===== src/rtl/multi_tick_gen.sv =====
// multi_tick_gen: runtime-programmable multi-channel clock-enable generator (tick strobe + square wave per channel)
// Ports: clk; reset (async, active-high); ch_en per-channel run enable; restart phase-aligns all channels;
//   wr_en/wr_ch/wr_div load a channel's shadow divisor; tick one-cycle strobe every DIV clocks;
//   sq toggles on each tick; pending shadow written but not yet active.
//   MULTI_TICK_CNT_EN adds tick_cnt, one wrapping 16-bit tick counter per channel.
module multi_tick_gen #(
  parameter int NUM_CH = 4,
  parameter int CNT_W = 26,
  parameter int DEFAULT_DIV = 20000000,
  localparam int CH_W = NUM_CH > 1 ? $clog2(NUM_CH) : 1
) (
  input  logic              clk,
  input  logic              reset,
  input  logic [NUM_CH-1:0] ch_en,
  input  logic              restart,
  input  logic              wr_en,
  input  logic [CH_W-1:0]   wr_ch,
  input  logic [CNT_W-1:0]  wr_div,
  output logic [NUM_CH-1:0] tick,
  output logic [NUM_CH-1:0] sq,
  output logic [NUM_CH-1:0] pending
`ifdef MULTI_TICK_CNT_EN
  ,
  output logic [NUM_CH*16-1:0] tick_cnt
`endif
);
  logic [CNT_W-1:0] cnt [NUM_CH];
  logic [CNT_W-1:0] act [NUM_CH];
  logic [CNT_W-1:0] shd [NUM_CH];
  logic [NUM_CH-1:0] hit, zero, term, prom;
  for (genvar i = 0; i < NUM_CH; i++) begin : g_ch
    assign hit[i]  = wr_en && wr_ch == CH_W'(i);
    assign zero[i] = act[i] == '0;
    // zero is excluded here, so act-1 never wraps into a bogus terminal count
    assign term[i] = ch_en[i] && !zero[i] && cnt[i] == act[i] - CNT_W'(1);
    // promote only at a period boundary or while the channel is not counting, so no runt period
    assign prom[i] = pending[i] && (term[i] || !ch_en[i] || zero[i] || restart);
  end
  always_ff @(posedge clk or posedge reset)
    if (reset) begin
      for (int k = 0; k < NUM_CH; k++) begin
        cnt[k] <= '0;
        act[k] <= CNT_W'(DEFAULT_DIV);
        shd[k] <= CNT_W'(DEFAULT_DIV);
      end
      tick <= '0;
      sq <= '0;
      pending <= '0;
    end else begin
      for (int k = 0; k < NUM_CH; k++) begin
        cnt[k] <= restart || (ch_en[k] && (zero[k] || term[k])) ? '0 : ch_en[k] ? cnt[k] + CNT_W'(1) : cnt[k];
        // a write coinciding with restart takes effect immediately, leaving nothing pending
        act[k] <= restart && hit[k] ? wr_div : prom[k] ? shd[k] : act[k];
        shd[k] <= hit[k] ? wr_div : shd[k];
        tick[k] <= !restart && term[k];
        sq[k] <= restart ? 1'b0 : term[k] ? ~sq[k] : sq[k];
        pending[k] <= !restart && (hit[k] || (pending[k] && !prom[k]));
      end
    end
`ifdef MULTI_TICK_CNT_EN
  logic [15:0] tc [NUM_CH];
  for (genvar i = 0; i < NUM_CH; i++) begin : g_tc
    assign tick_cnt[16*i +: 16] = tc[i];
  end
  always_ff @(posedge clk or posedge reset)
    if (reset) begin
      for (int k = 0; k < NUM_CH; k++) tc[k] <= '0;
    end else begin
      for (int k = 0; k < NUM_CH; k++) tc[k] <= restart ? 16'd0 : term[k] ? tc[k] + 16'd1 : tc[k];
    end
`endif
endmodule

===== config.mk =====
export PLATFORM = sky130hd
export DESIGN_NAME = multi_tick_gen
export DESIGN_NICKNAME = d
export VERILOG_FILES = /design/src/rtl/multi_tick_gen.sv
export SDC_FILE = /design/constraint.sdc
export NUM_CORES = 1
export LEC_CHECK = 0
export CELL_PAD_IN_SITES_DETAIL_PLACEMENT = 0
export CELL_PAD_IN_SITES_GLOBAL_PLACEMENT = 2
export CORE_MARGIN = 4
export CORE_UTILIZATION = 37
export CTS_CLUSTER_SIZE = 8
export DETAILED_ROUTE_END_ITERATION = 12
export PLACE_DENSITY_LB_ADDON = 0.1
export SYNTH_ARGS = -nofsm -noshare
export SYNTH_HDL_FRONTEND = slang
export SYNTH_SLANG_ARGS = --single-unit

===== constraint.sdc =====
create_clock -name clk -period 11 [get_ports clk]
set_clock_uncertainty 0.05 [all_clocks]
set_input_delay 2.75 -clock clk [delete_from_list [all_inputs] [get_ports clk]]
set_output_delay 2.75 -clock clk [all_outputs]
set_load 0.02 [all_outputs]

==> results of run 1 <==
-- sequential cells by signal, indices dropped and copies added, names as in the netlist --
name and flops:
act 104, cnt 104, pending 4, shd 104
sq 4, tick 4
-- worst min path at each step --
stage / endpoint / slack, ps
floorplan: shd[0]$_DFFE_PP0P_ / 430
finish: shd[3]$_DFFE_PP0P_ / 450
global route: shd[1]$_DFFE_PP0P_ / 460
global placement: shd[7]$_DFFE_PP0P_ / 440
CTS: shd[1]$_DFFE_PP0P_ / 460
detailed placement: shd[18]$_DFFE_PP0P_ / 440
-- power breakdown --
part	internal (mW)	total (mW)	switching [mW]	leakage, nW
sequential	1.38	1.60	0.216	4.00
combinational	0.385	0.815	0.430	4.40
clock	0.863	1.43	0.568	0.676
total	2.63	3.84	1.21	9.08
-- layer usage --
metal  GRT usage [%]  vias up
li1                -     8065
met1           29.21     8446
met2           32.77      296
met3           2.494       85
met4           6.417        0
met5               0        -
-- final cells by class --
class,count,area [sq um],area share (%)
Multi-Input combinational cell,1681,11470,50.31
Clock inverter,1,30.03,0.1318
Sequential cell,324,8189,35.93
Antenna cell,2,5.005,0.02196
Inverter,35,135.1,0.5929
Timing Repair Buffer,76,710.7,3.118
Clock buffer,83,1384,6.072
Tap cell,696,870.8,3.821
-- synthesized netlist by cell type (8+ instances only) --
| library cell | count |
|---|---|
| sky130_fd_sc_hd__o31ai_1 | 8 |
| sky130_fd_sc_hd__and3_1 | 28 |
| sky130_fd_sc_hd__and2_1 | 9 |
| sky130_fd_sc_hd__nand3_1 | 79 |
| sky130_fd_sc_hd__nand2_1 | 120 |
| sky130_fd_sc_hd__nand4b_1 | 8 |
| sky130_fd_sc_hd__nor4_1 | 53 |
| sky130_fd_sc_hd__nand4_1 | 36 |
| sky130_fd_sc_hd__mux2i_1 | 58 |
| sky130_fd_sc_hd__a22oi_1 | 28 |
| sky130_fd_sc_hd__xor2_1 | 113 |
| sky130_fd_sc_hd__o21ai_0 | 79 |
| sky130_fd_sc_hd__clkbuf_1 | 157 |
| sky130_fd_sc_hd__o211a_1 | 54 |
| sky130_fd_sc_hd__inv_1 | 34 |
| sky130_fd_sc_hd__or2_2 | 18 |
| sky130_fd_sc_hd__o311ai_0 | 31 |
| sky130_fd_sc_hd__o22ai_1 | 30 |
| sky130_fd_sc_hd__nor3_1 | 174 |
| sky130_fd_sc_hd__a31oi_1 | 31 |
| sky130_fd_sc_hd__o221a_2 | 26 |
| sky130_fd_sc_hd__nor2_1 | 194 |
| sky130_fd_sc_hd__xnor2_1 | 109 |
| sky130_fd_sc_hd__or4_1 | 21 |
| sky130_fd_sc_hd__dfrtp_1 | 260 |
| sky130_fd_sc_hd__nand2b_1 | 36 |
| sky130_fd_sc_hd__o211ai_1 | 9 |
| sky130_fd_sc_hd__or3_1 | 16 |
| sky130_fd_sc_hd__ha_1 | 12 |
| sky130_fd_sc_hd__mux2_2 | 107 |
| sky130_fd_sc_hd__dfstp_2 | 64 |
| sky130_fd_sc_hd__nor3b_1 | 9 |
| sky130_fd_sc_hd__nand3b_1 | 12 |
| sky130_fd_sc_hd__o2111ai_1 | 8 |
| sky130_fd_sc_hd__a21oi_1 | 75 |
-- through the flow --
step	total power [mW]	hold WS, ps	utilization (%)	cells
floorplan	2.188	430.2	-	2214
global placement	2.408	437.6	39.40	2812
detailed placement	2.432	443.9	39.40	2812
CTS	3.896	456.0	42.01	2896
global route	4.070	458.6	42.01	2896
finish	3.844	451.8	42.02	2898
-- worst max-delay path, stage by stage --
cell and delay (ps):
sky130_fd_sc_hd__buf_4 180, sky130_fd_sc_hd__buf_4 520, sky130_fd_sc_hd__clkinv_1 580, sky130_fd_sc_hd__nor2_2 220, sky130_fd_sc_hd__buf_4 360, sky130_fd_sc_hd__nor2b_2 190
sky130_fd_sc_hd__buf_4 250, sky130_fd_sc_hd__a22oi_1 190, sky130_fd_sc_hd__o21ai_0 110, sky130_fd_sc_hd__a31oi_1 160, sky130_fd_sc_hd__o311ai_0 160
-- cell families (layout without fill, tap and decap cells) --
logic type,count (synthesis),count (layout)
adder cells (fa/ha/maj),12,12
XOR/XNOR,222,222
other,0,2
AND/OR/NAND/NOR,849,849
multiplexers,165,165
buffers and inverters,209,195
flip-flops,324,324
AO/OA/AOI/OAI,433,433
-- cells in the final DEF (no fill, tap or decap), types with 8 or more instances in the layout --
master	instances
sky130_fd_sc_hd__and3_1	28
sky130_fd_sc_hd__a22oi_1	28
sky130_fd_sc_hd__clkdlybuf4s50_1	46
sky130_fd_sc_hd__clkbuf_1	31
sky130_fd_sc_hd__dfrtp_1	259
sky130_fd_sc_hd__xor2_1	113
sky130_fd_sc_hd__dfstp_2	64
sky130_fd_sc_hd__o221a_2	26
sky130_fd_sc_hd__nand3_1	78
sky130_fd_sc_hd__mux2i_1	58
sky130_fd_sc_hd__mux2_2	107
sky130_fd_sc_hd__o311ai_0	31
sky130_fd_sc_hd__or2_2	18
sky130_fd_sc_hd__xnor2_1	109
sky130_fd_sc_hd__clkbuf_16	49
sky130_fd_sc_hd__nor4_1	53
sky130_fd_sc_hd__o21ai_0	79
sky130_fd_sc_hd__or3_1	16
sky130_fd_sc_hd__buf_4	28
sky130_fd_sc_hd__o22ai_1	30
sky130_fd_sc_hd__nor3_1	174
sky130_fd_sc_hd__a21oi_1	75
sky130_fd_sc_hd__nand3b_1	12
sky130_fd_sc_hd__o211a_1	54
sky130_fd_sc_hd__ha_1	12
sky130_fd_sc_hd__nand2b_1	35
sky130_fd_sc_hd__o211ai_1	9
sky130_fd_sc_hd__nand2_1	120
sky130_fd_sc_hd__nand4_1	36
sky130_fd_sc_hd__nor2_1	190
sky130_fd_sc_hd__a31oi_1	31
sky130_fd_sc_hd__or4_1	21
sky130_fd_sc_hd__o2111ai_1	8
sky130_fd_sc_hd__inv_1	33
sky130_fd_sc_hd__o31ai_1	8
sky130_fd_sc_hd__and2_1	9
sky130_fd_sc_hd__nand4b_1	8
==> results, run 1 <==
- The number of different library cells in the post-synthesis netlist is 73.
- The final-report max-slew violation count was 0.
- The pin count of the biggest net entering global routing is 165.
- The initial core utilization is 37.62%.
- The worst path setup slack after routing is 5615 ps.
- Of all cell types, the one taking the most synthesized area is sky130_fd_sc_hd__dfrtp_1.
- After routing the design area is 22790 sq um.
- Along the worst path, the maximum fanout reaches 54.
- The synthesized netlist devotes 15.44% of its cell area to compound gates.
- The total power divided by cell area is 168.7 nW/um^2.
- The detailed-routing wirelength on met1 is 29790 um.
- Yosys attributes the largest share of cell area to sky130_fd_sc_hd__dfrtp_1, sky130_fd_sc_hd__dfstp_2, sky130_fd_sc_hd__mux2_2.
- The startpoint identified for the worst register-to-register timing path is act[0]$_DFFE_PP0P_.
- The floorplan row count is 85.
- The die is 242.8 um tall.
- The adder and majority cell fraction of the synthesized area is 0.7359%.
- The total standard cell area after synthesis is 20400 sq um.
- The iteration-0 DRC count of the detailed router is 1153.
- A synthesized cell averages 9.216 sq um.
- The count of nets left with antenna violations after detail routing is 0.
- At the later pin of the worst-skew pair, clock insertion delay measures 590 ps.
- The normalized max-slew margin is 22.10%.
- The worst register-to-register path ends at cnt[22]$_DFFE_PP0P_.
- The overall fraction of global-route tracks in use is 20.54%.
- The average vias per placed instance is 5.829.
- The count of final hold-check violations came to 0.
- The worst setup path is launched from an input port.
- The clock tree root buffer cell is sky130_fd_sc_hd__clkbuf_16.
- VDD sags by at most 100.1 uV.
- Setup violations remaining at the end of the flow were counted as 0.
- The H-tree was split into 2 levels.
- Sequential elements use 40.13% of the synthesized area.
- Setup total negative slack on the finished layout was measured at 0 ps.
- The worst setup path is captured at a register.
- The critical path starts at restart.
- The commonest register cell after synthesis is sky130_fd_sc_hd__dfrtp_1.
- The overall die width is 242.8 um.
- The total wire length is 61640 um.
- The final global-route overflow total is 0.
- In this run, post-CTS hold repair placed 0 buffers.
- The post-cts sizing count is 0.
- The weighted congestion at the end of routability-driven global placement is 0.8129.
- The overall via count from detail_route is 16.89k.
- The simple-gate portion of the synthesized area is 21.41%.
- The number of buffers on the longest clock path is 3.
- The tree built by TritonCTS fans out to 324 sinks.
- The number of DRC violations after detailed routing is 0.
- The total length of routed met2 wires is 28000 um.
- Setup repair after global routing left no endpoint under its margin.
- Summing all placed instances gives a cell area of 21370 sq um.
- TritonCTS built the clock tree.
- The worst hold path class is register to register.
- The area of the die is 58960 sq um.
- Data on the critical path is required at its endpoint by 11360 ps.
- The number of clock buffers added by TritonCTS is 47.
- Measured in cells, the most critical reg-to-reg path has a length of 10.
- The combinational family with the most area after synthesis is simple AND/OR/NAND/NOR gates.
- Summed over all nets, wire length on met3 after detailed routing comes to 2134 um.
- The post-route netlist has 14.73% of its cells at a drive strength greater than 1.
- After the last flow step, the layout net total stands at 2213.
- Yosys mapped a number of flops with a built-in enable equal to 0.
- The synthesized design devotes to its leading area cell type 31.89% of total area.
- The post-CTS setup repair buffer count is 0.
- The pre-antenna-repair detailed-routing pass consisted of 8 iterations.
- After layout, the minimum clock period comes to 5385 ps.
- The area added between synthesis and finish is 11.70%.
- The number of warning messages in the yosys log is 0.
- The number of antenna violations at the first check in global routing is 0.
- The HPWL after detailed placement is 39750 um.
- The leakage component of the power is 9.078 nW.
- In this run the top signal layer used is met4.
- The worst reg-to-reg setup slack is 6070 ps.
- After synthesis the netlist holds a flip-flop and latch count of 324.
- The arrival time reported for the critical path endpoint is 5750 ps.
- The category of the most critical setup path is input port to register.
- For the pin with the worst max-slew slack, the measured transition is 1168 ps.
- The hold path depth is 1.
- The number of global-route vias before repair is 16.49k.
- Before CTS, the worst setup slack after placement is 5032 ps.
- The number of nets in the synthesized netlist is 2262.
- In this run the most critical hold path is launched from shd[3]$_DFFE_PP0P_.
- In this run the count of I/O pins placed on the die edge is 48.
- The final cycle utilization of the critical path is 48.96%.
- The cell count after synthesis is 2214.
- The max-cap violation count is 0.
- For this run, the top clock speed supported by timing is 185.7 MHz.
- The global-route wire length before repair is 97860 um.
- The xor and xnor fraction of the mapped netlist area is 9.530%.
- The capture point of the worst path is act[43]$_DFFE_PP0P_.
- The core footprint is 54240 sq um.
- The average wire length per cell after detail routing is 21.27 um.
- The clock edge transition at the registers on the reported setup and hold paths is 50 ps.
- Multiplexer cells account for 8.751% of the synthesized area.
- The number of port buffers is 47.
- The run finished with clean final reports.
- The async set-or-reset flop fraction in the synthesized netlist is 100.0%.
- Counting the fill cells in the layout gives 5385.
No activity file was read; power rests on OpenSTA's default activity.
==> run 2: changes to the inputs <==
--- a/config.mk
+++ b/config.mk
@@ -8,7 +8,7 @@
 export CELL_PAD_IN_SITES_DETAIL_PLACEMENT = 0
 export CELL_PAD_IN_SITES_GLOBAL_PLACEMENT = 2
 export CORE_MARGIN = 4
-export CORE_UTILIZATION = 37
+export CORE_UTILIZATION = 41
 export CTS_CLUSTER_SIZE = 8
 export DETAILED_ROUTE_END_ITERATION = 12
 export PLACE_DENSITY_LB_ADDON = 0.1
==> constraint.sdc (replaced) <==
create_clock -name clk -period 5.3 [get_ports clk]
set_clock_uncertainty 0.05 [all_clocks]
set_input_delay 1.325 -clock clk [delete_from_list [all_inputs] [get_ports clk]]
set_output_delay 1.325 -clock clk [all_outputs]
set_load 0.02 [all_outputs]
==> run 2 against run 1 <==
  * Sequential cell count unchanged
  * Critical path depth is 3 lower
  * Count of clock-buffer cells in the layout fell by 1
  * Combinational power rose by 110%
  * Die area down 9.4%
  * Setup slack got worse by 4800 ps
  * Sequential power up 110%
  * Cell area grew 0.30%
==> results, run 2 (synthesis gave the netlist of run 1 again) <==
- In the layout the commonest cells are sky130_fd_sc_hd__dfrtp_1, sky130_fd_sc_hd__nor2_1, sky130_fd_sc_hd__nor3_1.
- The leakage component of the power is 9.131 nW (+0.58%).
- The die outline height is 231.1 um (-4.8%).
- The clock network latency to the later pin of the worst-skew pair came to 600 ps (about the same).
- The final standard cell area without fillers was 22860 sq um (+0.30%).
- The fmax is 224.1 MHz.
- The final global-route overflow total is 0 (unchanged).
- The path class of the tightest hold or removal check is register to register.
- The average vias per placed instance was 5.894 (+1.1%).
- The iteration count of the initial detailed-routing pass is 5 (-3).
- The final-report max-slew violation count came to 0 (unchanged).
- The pin count of the biggest net entering global routing is 87 (-47%).
- The startpoint of the worst setup timing path is act[59]$_DFFE_PP0P_.
- The core footprint is 49050 sq um (-9.6%).
- The overall die width is 231.1 um (-4.8%).
- The CTS buffer count is 47 (unchanged).
- The number of global-route vias before repair is 16.57k (+0.50%).
- The maximum level of the CTS H-tree is 2 (unchanged).
- Compared with the post-synthesis result, the final layout area differs by 12.03%.
- The count of nets left with antenna violations after detail routing is 0 (unchanged).
- The reported net switching power is 2.486 mW (+100%).
- The count of final hold-check violations came to 0 (unchanged).
- The normalized max-slew margin is 22.09% (about the same).
- The ratio of cells with drive above 1 in the final layout is 15.18% (+0.45 points).
- The floorplan row count is 81 (-4.7%).
- The overall via count from detail_route came to 16.96k (+0.41%).
- The arrival time reported for the critical path endpoint is 4840 ps (-910 ps).
- The count of nets after finishing is 2226 (+0.59%).
- The peak supply drop came to 221.3 uV (+120%).
- The post-CTS setup repair buffer count is 0 (unchanged).
- The sequential share of power is 42.0% (+0.4 points).
- The total power divided by cell area is 343.9 nW/um^2 (+100%).
- The post-place setup slack is 814.3 ps (-4217 ps).
- The post-route worst hold slack was 453.8 ps (+2.058 ps).
- The max-cap violation count is 0 (unchanged).
- The global-route wire length before repair is 96750 um (-1.1%).
- The antenna diode count is 0 (-2).
- The required time of the critical path is 5680 ps (-5680 ps).
- The number of cells after detailed placement was 2793 (-0.68%).
- The half-perimeter wire length after placement was 40680 um (+2.3%).
- The worst path setup slack after routing is 837.3 ps (-4777 ps).
- The final total power came to 7.860 mW (+100%).
- In the final layout, the registers with the most flip-flops are act (104), cnt (104), shd (104).
- The number of top-level design ports came to 48 (unchanged).
- The number of buffers on the longest clock path is 3 (unchanged).
- The post-cts sizing count is 0 (unchanged).
- The average wire length per cell after detail routing was 21.16 um (-0.51%).
- The number of port buffers is 47 (unchanged).
- The worst min-delay path startpoint is shd[32]$_DFFE_PP0P_.
- The category of the most critical setup path is register to register.
- The worst register-to-register path begins at act[59]$_DFFE_PP0P_.
- The placed cell area is 21490 sq um (+0.53%).
- The element type at the critical path end is a register.
- The overall fraction of global-route tracks in use is 22.62% (+2.1 points).
- The number of antenna violations at the first check in global routing was 1 (+1).
- The relative contribution of the clock network to total power was 36.3% (-0.9 points).
- Counting I/O delays and the setup requirement, the final critical path takes 4463 ps.
- The weighted congestion at the end of routability-driven global placement is 0.8367 (+2.9%).
- The TritonCTS sink count was 324 (unchanged).
- The run finished with clean final reports.
- The final cycle utilization of the critical path is 84.20%.
- The clock edge transition at the registers on the reported setup and hold paths was 50 ps (about the same).
- Setup repair after global routing left no endpoint under its margin.
- The number of DRC violations after detailed routing was 0 (unchanged).
- TritonCTS built the clock tree.
- The cell-internal power is 5.374 mW (+100%).
- The part of the power in combinational logic is 21.7% (+0.5 points).
- The total wire length was 60900 um (-1.2%).
- Leaving out fill and tap cells, the most frequent cell in the layout is sky130_fd_sc_hd__dfrtp_1.
- The worst setup path is launched from a register.
- The iteration-0 DRC count of the detailed router is 1119 (-2.9%).
- The total of endpoints with negative setup slack in the final report was 0 (unchanged).
- The transition time of the tightest slew-check pin is 1166 ps (-2.575 ps).
- The initial core utilization is 41.60% (+4.0 points).
- The cts-stage hold buffer count is 0 (unchanged).
- The fraction of power spent switching nets came to 31.63% (+0.041 points).
- The clock tree root buffer cell is sky130_fd_sc_hd__clkbuf_16.
- The maximum net fanout on the critical path is 24 (-56%).
- The final cell count without fillers is 2878 (-0.69%).
- The area of the die is 53400 sq um (-9.4%).
run 2: power by group through the flow:
stage	logic [mW]	registers [mW]	clock network [mW]
floorplan	1.42	3.12	0
global placement	1.67	3.31	0
detailed placement	1.71	3.33	0
CTS	1.72	3.29	2.93
global route	1.92	3.36	3.03
finish	1.71	3.30	2.85
run 2: worst max-delay path, stage by stage (launching register included):
cell and delay (ps):
sky130_fd_sc_hd__dfrtp_1 460, sky130_fd_sc_hd__or4_1 680, sky130_fd_sc_hd__or4b_4 660, sky130_fd_sc_hd__or4_1 540, sky130_fd_sc_hd__and3_1 190, sky130_fd_sc_hd__o31a_1 270
sky130_fd_sc_hd__or4_1 720, sky130_fd_sc_hd__a21boi_4 620, sky130_fd_sc_hd__nor3_1 120
run 2: layout make-up:
type	count	area, sq um
Clock buffer	82	1339
Multi-Input combinational cell	1681	11460
Clock inverter	3	33.78
Fill cell	4815	26190
Timing Repair Buffer	89	870.8
Tap cell	664	830.8
Sequential cell	324	8189
Inverter	35	135.1
run 2: per-layer routing:
metal  vias to the layer above  routed length [um]  track usage (%)
met5                         -                   0                0
met4                         0                1499            6.315
met3                        79                1894            2.471
met2                       260               27420            35.93
met1                      8527               30090            32.90
li1                       8096                   -                -
run 2: metrics by stage:
step	setup TNS [ps]	utilization, %
global route	0	46.60
detailed placement	0	43.80
finish	0	46.60
CTS	0	46.60
global placement	0	43.80
floorplan	-89830	-
run 2: worst paths after layout:
| kind | endpoint | slack, ps | depth (start not counted) |
|---|---|---|---|
| worst max-delay path | cnt[76]$_DFFE_PP0P_ | 840 | 8 |
| worst min-delay path | shd[32]$_DFFE_PP0P_ | 450 | 1 |
| worst max register to register | cnt[76]$_DFFE_PP0P_ | 840 | 8 |
| worst min register to register | shd[32]$_DFFE_PP0P_ | 450 | 1 |
| max in group asynchronous | shd[98]$_DFFE_PP1P_ | 3080 | 3 |
| min in group asynchronous | act[9]$_DFFE_PP0P_ | 1180 | 2 |
